## src/rtl/vend_credit_sequencer_if.sv

```systemverilog
// rtl/vend_credit_sequencer_if.sv - coin/vend/dispense signal bundle for the credit sequencer
interface vend_credit_sequencer_if;
    logic       coin_valid;
    logic [1:0] coin_value;
    logic       vend_req;
    logic       cancel;
    logic       disp_ack;
    logic [3:0] credit_state;
    logic       dispense;
    logic       change_pulse;
    logic       coin_reject;
    logic       fault;
    logic       busy;

    modport master (
        output coin_valid, coin_value, vend_req, cancel, disp_ack,
        input  credit_state, dispense, change_pulse, coin_reject, fault, busy
    );

    modport slave (
        input  coin_valid, coin_value, vend_req, cancel, disp_ack,
        output credit_state, dispense, change_pulse, coin_reject, fault, busy
    );
endinterface

```

## src/rtl/vend_credit_sequencer.sv

```systemverilog
// rtl/vend_credit_sequencer.sv - vending credit FSM: coin accumulation, vend/cancel, dispense handshake, change payout
module vend_credit_sequencer #(
    parameter int PRICE       = 3,
    parameter int MAX_CREDIT  = 15,
    parameter int ACK_TIMEOUT = 16
) (
    input  logic                          clk,
    input  logic                          rst_n,
    vend_credit_sequencer_if.slave        bus
);
    localparam logic [1:0] S_IDLE     = 2'd0;
    localparam logic [1:0] S_COLLECT  = 2'd1;
    localparam logic [1:0] S_DISPENSE = 2'd2;
    localparam logic [1:0] S_CHANGE   = 2'd3;

    localparam logic [4:0] PRICE5   = 5'(PRICE);
    localparam logic [4:0] MAX5     = 5'(MAX_CREDIT);
    localparam logic [7:0] TMO_LAST = 8'(ACK_TIMEOUT - 1);

    logic [1:0] state_q, state_d;
    logic [3:0] credit_q, credit_d;
    logic [7:0] cnt_q, cnt_d;
    logic       phase_q, phase_d;
    logic       dispense_q, dispense_d;
    logic       change_q, change_d;
    logic       reject_q, reject_d;
    logic       fault_q, fault_d;
    logic       busy_q, busy_d;

    logic [4:0] coin_units;
    logic [4:0] coin_sum;
    logic       coin_ok;

    always_comb begin
        case (bus.coin_value)
            2'b01:   coin_units = 5'd1;
            2'b10:   coin_units = 5'd2;
            2'b11:   coin_units = 5'd5;
            default: coin_units = 5'd0;
        endcase
    end

    // Sum is formed one bit wider so a coin that would overflow is refused, never wrapped.
    assign coin_sum = {1'b0, credit_q} + coin_units;
    assign coin_ok  = (coin_units != 5'd0) && (coin_sum <= MAX5);

    always_comb begin
        state_d    = state_q;
        credit_d   = credit_q;
        cnt_d      = cnt_q;
        phase_d    = 1'b0;
        dispense_d = dispense_q;
        change_d   = 1'b0;
        reject_d   = 1'b0;
        fault_d    = 1'b0;

        case (state_q)
            S_IDLE, S_COLLECT: begin
                if ((state_q == S_COLLECT) && bus.cancel) begin
                    state_d  = S_CHANGE;
                    reject_d = bus.coin_valid;
                end else if (bus.coin_valid) begin
                    if (coin_ok) begin
                        credit_d = coin_sum[3:0];
                        state_d  = S_COLLECT;
                    end else begin
                        reject_d = 1'b1;
                    end
                end else if ((state_q == S_COLLECT) && bus.vend_req
                             && ({1'b0, credit_q} >= PRICE5)) begin
                    credit_d   = credit_q - PRICE5[3:0];
                    dispense_d = 1'b1;
                    cnt_d      = 8'd0;
                    state_d    = S_DISPENSE;
                end
            end
            S_DISPENSE: begin
                reject_d = bus.coin_valid;
                cnt_d    = cnt_q + 8'd1;
                if (bus.disp_ack) begin
                    dispense_d = 1'b0;
                    state_d    = (credit_q != 4'd0) ? S_CHANGE : S_IDLE;
                end else if (cnt_q == TMO_LAST) begin
                    // Motor never answered: give the price back so it is paid out as change.
                    dispense_d = 1'b0;
                    fault_d    = 1'b1;
                    credit_d   = credit_q + PRICE5[3:0];
                    state_d    = S_CHANGE;
                end
            end
            S_CHANGE: begin
                reject_d = bus.coin_valid;
                if (!phase_q) begin
                    if (credit_q != 4'd0) begin
                        change_d = 1'b1;
                        credit_d = credit_q - 4'd1;
                        phase_d  = 1'b1;
                    end else begin
                        state_d = S_IDLE;
                    end
                end else if (credit_q == 4'd0) begin
                    state_d = S_IDLE;
                end
            end
            default: state_d = S_IDLE;
        endcase

        busy_d = (state_d == S_DISPENSE) || (state_d == S_CHANGE);
    end

    always_ff @(posedge clk or negedge rst_n) begin
        if (!rst_n) begin
            state_q    <= S_IDLE;
            credit_q   <= 4'd0;
            cnt_q      <= 8'd0;
            phase_q    <= 1'b0;
            dispense_q <= 1'b0;
            change_q   <= 1'b0;
            reject_q   <= 1'b0;
            fault_q    <= 1'b0;
            busy_q     <= 1'b0;
        end else begin
            state_q    <= state_d;
            credit_q   <= credit_d;
            cnt_q      <= cnt_d;
            phase_q    <= phase_d;
            dispense_q <= dispense_d;
            change_q   <= change_d;
            reject_q   <= reject_d;
            fault_q    <= fault_d;
            busy_q     <= busy_d;
        end
    end

    assign bus.credit_state = credit_q;
    assign bus.dispense     = dispense_q;
    assign bus.change_pulse = change_q;
    assign bus.coin_reject  = reject_q;
    assign bus.fault        = fault_q;
    assign bus.busy         = busy_q;
endmodule

```

## src/flat_wrapper.sv

```systemverilog
// flat-port wrapper written by rule: the top's interface ports become plain ports
module vend_credit_sequencer_flat 
#(
    parameter int PRICE       = 3,
    parameter int MAX_CREDIT  = 15,
    parameter int ACK_TIMEOUT = 16
)
  (clk, rst_n, bus_coin_valid, bus_coin_value, bus_vend_req, bus_cancel, bus_disp_ack, bus_credit_state, bus_dispense, bus_change_pulse, bus_coin_reject, bus_fault, bus_busy);
  vend_credit_sequencer_if bus_i ();
  input  logic clk;
  input  logic rst_n;
  input wire logic [$bits(bus_i.coin_valid)-1:0] bus_coin_valid;
  input wire logic [$bits(bus_i.coin_value)-1:0] bus_coin_value;
  input wire logic [$bits(bus_i.vend_req)-1:0] bus_vend_req;
  input wire logic [$bits(bus_i.cancel)-1:0] bus_cancel;
  input wire logic [$bits(bus_i.disp_ack)-1:0] bus_disp_ack;
  output wire logic [$bits(bus_i.credit_state)-1:0] bus_credit_state;
  output wire logic [$bits(bus_i.dispense)-1:0] bus_dispense;
  output wire logic [$bits(bus_i.change_pulse)-1:0] bus_change_pulse;
  output wire logic [$bits(bus_i.coin_reject)-1:0] bus_coin_reject;
  output wire logic [$bits(bus_i.fault)-1:0] bus_fault;
  output wire logic [$bits(bus_i.busy)-1:0] bus_busy;
  assign bus_i.coin_valid = bus_coin_valid;
  assign bus_i.coin_value = bus_coin_value;
  assign bus_i.vend_req = bus_vend_req;
  assign bus_i.cancel = bus_cancel;
  assign bus_i.disp_ack = bus_disp_ack;
  assign bus_credit_state = bus_i.credit_state;
  assign bus_dispense = bus_i.dispense;
  assign bus_change_pulse = bus_i.change_pulse;
  assign bus_coin_reject = bus_i.coin_reject;
  assign bus_fault = bus_i.fault;
  assign bus_busy = bus_i.busy;
  vend_credit_sequencer #(.PRICE(PRICE), .MAX_CREDIT(MAX_CREDIT), .ACK_TIMEOUT(ACK_TIMEOUT)) u_core (.clk(clk), .rst_n(rst_n), .bus(bus_i));
endmodule
```

## config.mk

```make
export PLATFORM = sky130hd
export DESIGN_NAME = vend_credit_sequencer_flat
export DESIGN_NICKNAME = d
export VERILOG_FILES = /design/src/rtl/vend_credit_sequencer_if.sv /design/src/rtl/vend_credit_sequencer.sv /design/src/flat_wrapper.sv
export SDC_FILE = /design/constraint.sdc
export NUM_CORES = 1
export LEC_CHECK = 0
export ABC_AREA = 0
export BUFFER_PORTS_ARGS = -buffer_cell sky130_fd_sc_hd__buf_2
export CORE_MARGIN = 2
export CORE_UTILIZATION = 50
export CTS_CLUSTER_SIZE = 8
export DETAILED_ROUTE_END_ITERATION = 8
export GPL_ROUTABILITY_DRIVEN = 0
export GPL_TIMING_DRIVEN = 0
export MAX_ROUTING_LAYER = met4
export PLACE_DENSITY = 0.71
export SETUP_SLACK_MARGIN = 0.02
export SYNTH_ARGS = -nofsm -noshare
export SYNTH_HDL_FRONTEND = slang
export SYNTH_SLANG_ARGS = --single-unit
```

## constraint.sdc

```tcl
create_clock -name clk -period 5.2 [get_ports clk]
set_input_delay 0.52 -clock clk [delete_from_list [all_inputs] [get_ports clk]]
set_output_delay 0.52 -clock clk [all_outputs]
set_load 0.01 [all_outputs]
```

==> impl_metrics.tcl <==
set metrics [dict create \
    viasPerCell 5.845 \
    worstSetupPathType "reg2reg" \
    cts-root-buf "clkbuf_4" \
    clkLatencyLatePin_ps 310 \
    ys_types 46 \
    crit_required_ps 5420 \
    setup-tns-final_ps 0 \
    drt_iter0_markers 25 \
    reg2reg_from "u_core.bus.credit_state[0]" \
    period_needed_ps 2218 \
    hpwl_um 2036 \
    htree_levels 1 \
    fin_crit_sh_pct 42.65 \
    ios 17 \
    arrival_ps 2440 \
    relSlewSlack_pct 63.28 \
    vias 1093 \
    finalPower_mw 0.8196 \
    regToRegSetupSlack_ps 2980 \
    r2r_end "u_core.cnt_q[6]" \
    power_leakage_nw 0.6437 \
    layout.nets 175 \
    stdcell_area_um2 1433 \
    drive_gt1_share_pct 19.75 \
    synth-seq-cells 19 \
    syn_to_final_growth_pct 11.27 \
    netlist_top_cells_area "dfrtp_1 37%, ha_1 7.8%, nor2_1 4.4%" \
    wl_um 2675 \
    cts.sinks 19 \
    synthesis.area_um2 1287 \
    worst_setup_path_start_kind "flip-flop" \
    synth.avg_cell_area_um2 9.398 \
    cp_max_fo 8 \
    io_buffers 16 \
    power.density_nw_per_um2 572.1 \
    slew_violations 0 \
    max-vdd-ir-drop_mv 0.3603 \
    ctsResizeCount 0 \
    cts_tree "built" \
    synthMostInstantiatedCell "dfrtp_1" \
    holdBufCountCts 0 \
    status "finished clean" \
    fin_util_pct 58.36 \
    worst_pin_slew_ps 547.5 \
    synth_commonest_cells "19 x dfrtp_1, 15 x nor2_1, 10 x a21oi_1, 10 x nand2_1, 9 x o21ai_0" \
    synth-main-ff-cell "dfrtp_1" \
    fin_skew_ps 4.404 \
    max_freq_ghz 0.4509 \
    synth_top_area_share_pct 36.93 \
    synth_edf_count 0 \
    drv_cap 0 \
    rsz0062_at_grt "no" \
    start_util_pct 52.45 \
    dieArea_um2 2997 \
    synth_seq_area_share_pct 36.93 \
    postSynthCellCount 137 \
    grt_max_degree 20 \
    place_inst 183 \
    die_height_um 54.75 \
    yosysWarningCount 0 \
    syn_nets 154 \
    num-fill-cells 235 \
    cts_made_buffers 3 \
    setup_violations 0 \
    clkTransAtPathRegs_ps 120 \
    wl_per_cell_um 14.30 \
    cts_setup_buffers 0 \
    drcViolationCount 0 \
    ant_nets 0 \
    dr.pass1.iters 4 \
    first_global_vias 978 \
    yosysTopAreaCell "dfrtp_1" \
    n_antenna_cell 0 \
    hold_class "in2async" \
    final_cells 187 \
    row_count 18 \
    grt-ovfl-total 0 \
    reg2reg_depth 6 \
    placedInstanceArea_um2 1405 \
    grt_usage_pct 20.93 \
    grt_pass1_wl_um 4312 \
    die_w_um 54.75 \
    coreArea_um2 2455 \
    clockBufferDepth 2 \
    hold_violations 0 \
    end_kind "flip-flop" \
    synthArstFlopShare_pct 100.0 \
    antenna_found_initial 0 \
]
[per-layer routing]
metal / vias up / GRT usage, % / share of wire (%)
met4: 0 / 9.167 / 1.3
met5: - / - / 0
met1: 518 / 27.65 / 49
met2: 21 / 31.35 / 46
li1: 550 / - / -
met3: 4 / 3.552 / 3.6
[logic make-up after synthesis]
family / count (synthesis) / share of synthesized area [%]
AO/OA/AOI/OAI: 46 / 25.46
AND/OR/NAND/NOR: 42 / 17.49
flip-flops: 19 / 36.93
buffers and inverters: 13 / 4.761
adder cells (fa/ha/maj): 9 / 9.330
XOR/XNOR: 4 / 2.722
multiplexers: 4 / 3.304
[cell type report]
type,count,area (µm²),share of cell area [%]
Multi-Input combinational cell,105,750.7,52.40
Sequential cell,19,475.5,33.19
Timing Repair Buffer,16,80.08,5.590
Tap cell,30,37.54,2.620
Buffer,6,35.03,2.445
Inverter,7,26.28,1.834
Clock buffer,3,22.52,1.572
Clock inverter,1,5.005,0.3493
[worst max-delay path: stages, from the launching register on]
cell	delay (ps)
dfrtp_1	500
ha_1	280
o31ai_2	470
nor4_1	150
a21oi_1	490
o21ai_1	150
o31ai_1	90
[per-stage QoR]
step           hold slack [ps]  setup WS, ps
2_1_floorplan            224.4          3195
3_3_place_gp             481.7          3024
3_5_place_dp             496.1          2985
4_1_cts                  147.3          3035
5_1_grt                  146.9          2893
6_report                 126.2          2982
[worst max path at each step]
stage	start	endpoint	slack, ps
floorplan	u_core.bus.credit_state[1]	u_core.bus.credit_state[2]	3200
detailed placement	bus_coin_value[0]	u_core.bus.credit_state[2]	2990
CTS	u_core.bus.credit_state[1]	u_core.bus.credit_state[1]	3030
global route	u_core.bus.credit_state[0]	u_core.cnt_q[7]	2890
global placement	bus_coin_value[0]	u_core.bus.credit_state[1]	3020
finish	u_core.bus.credit_state[0]	u_core.cnt_q[6]	2980
[cells in the final DEF, fill, tap and decap left out, types with 2 or more instances in the layout]
cell type	count
ha_1	8
mux2i_1	2
a211oi_1	2
xnor2_1	2
dfrtp_1	19
inv_1	6
o21ai_1	3
a21oi_1	10
and2_1	2
clkbuf_1	2
clkbuf_4	3
buf_2	17
and3_1	2
mux2_1	2
o31ai_1	4
xor2_1	2
nand2_1	10
a31oi_1	3
nor2_1	15
nand3_1	3
buf_4	3
nand2b_1	2
o211ai_1	2
o21ai_0	9
[sequential cells by signal, indices dropped and copies added, names as in the netlist]
name / count
u_core.cnt_q: 8
u_core.bus.credit_state: 4
u_core.state_q: 2
u_core.bus.busy: 1
u_core.bus.change_pulse: 1
u_core.bus.coin_reject: 1
u_core.bus.dispense: 1
u_core.bus.fault: 1
[power by group]
group	leakage, nW	total, mW	internal [mW]	switching [mW]
Combinational	0.395	0.461	0.213	0.248
Sequential	0.231	0.279	0.205	0.0740
Clock	0.0177	0.0796	0.0287	0.0509
Note: power is estimated with default switching activity, not from simulation.
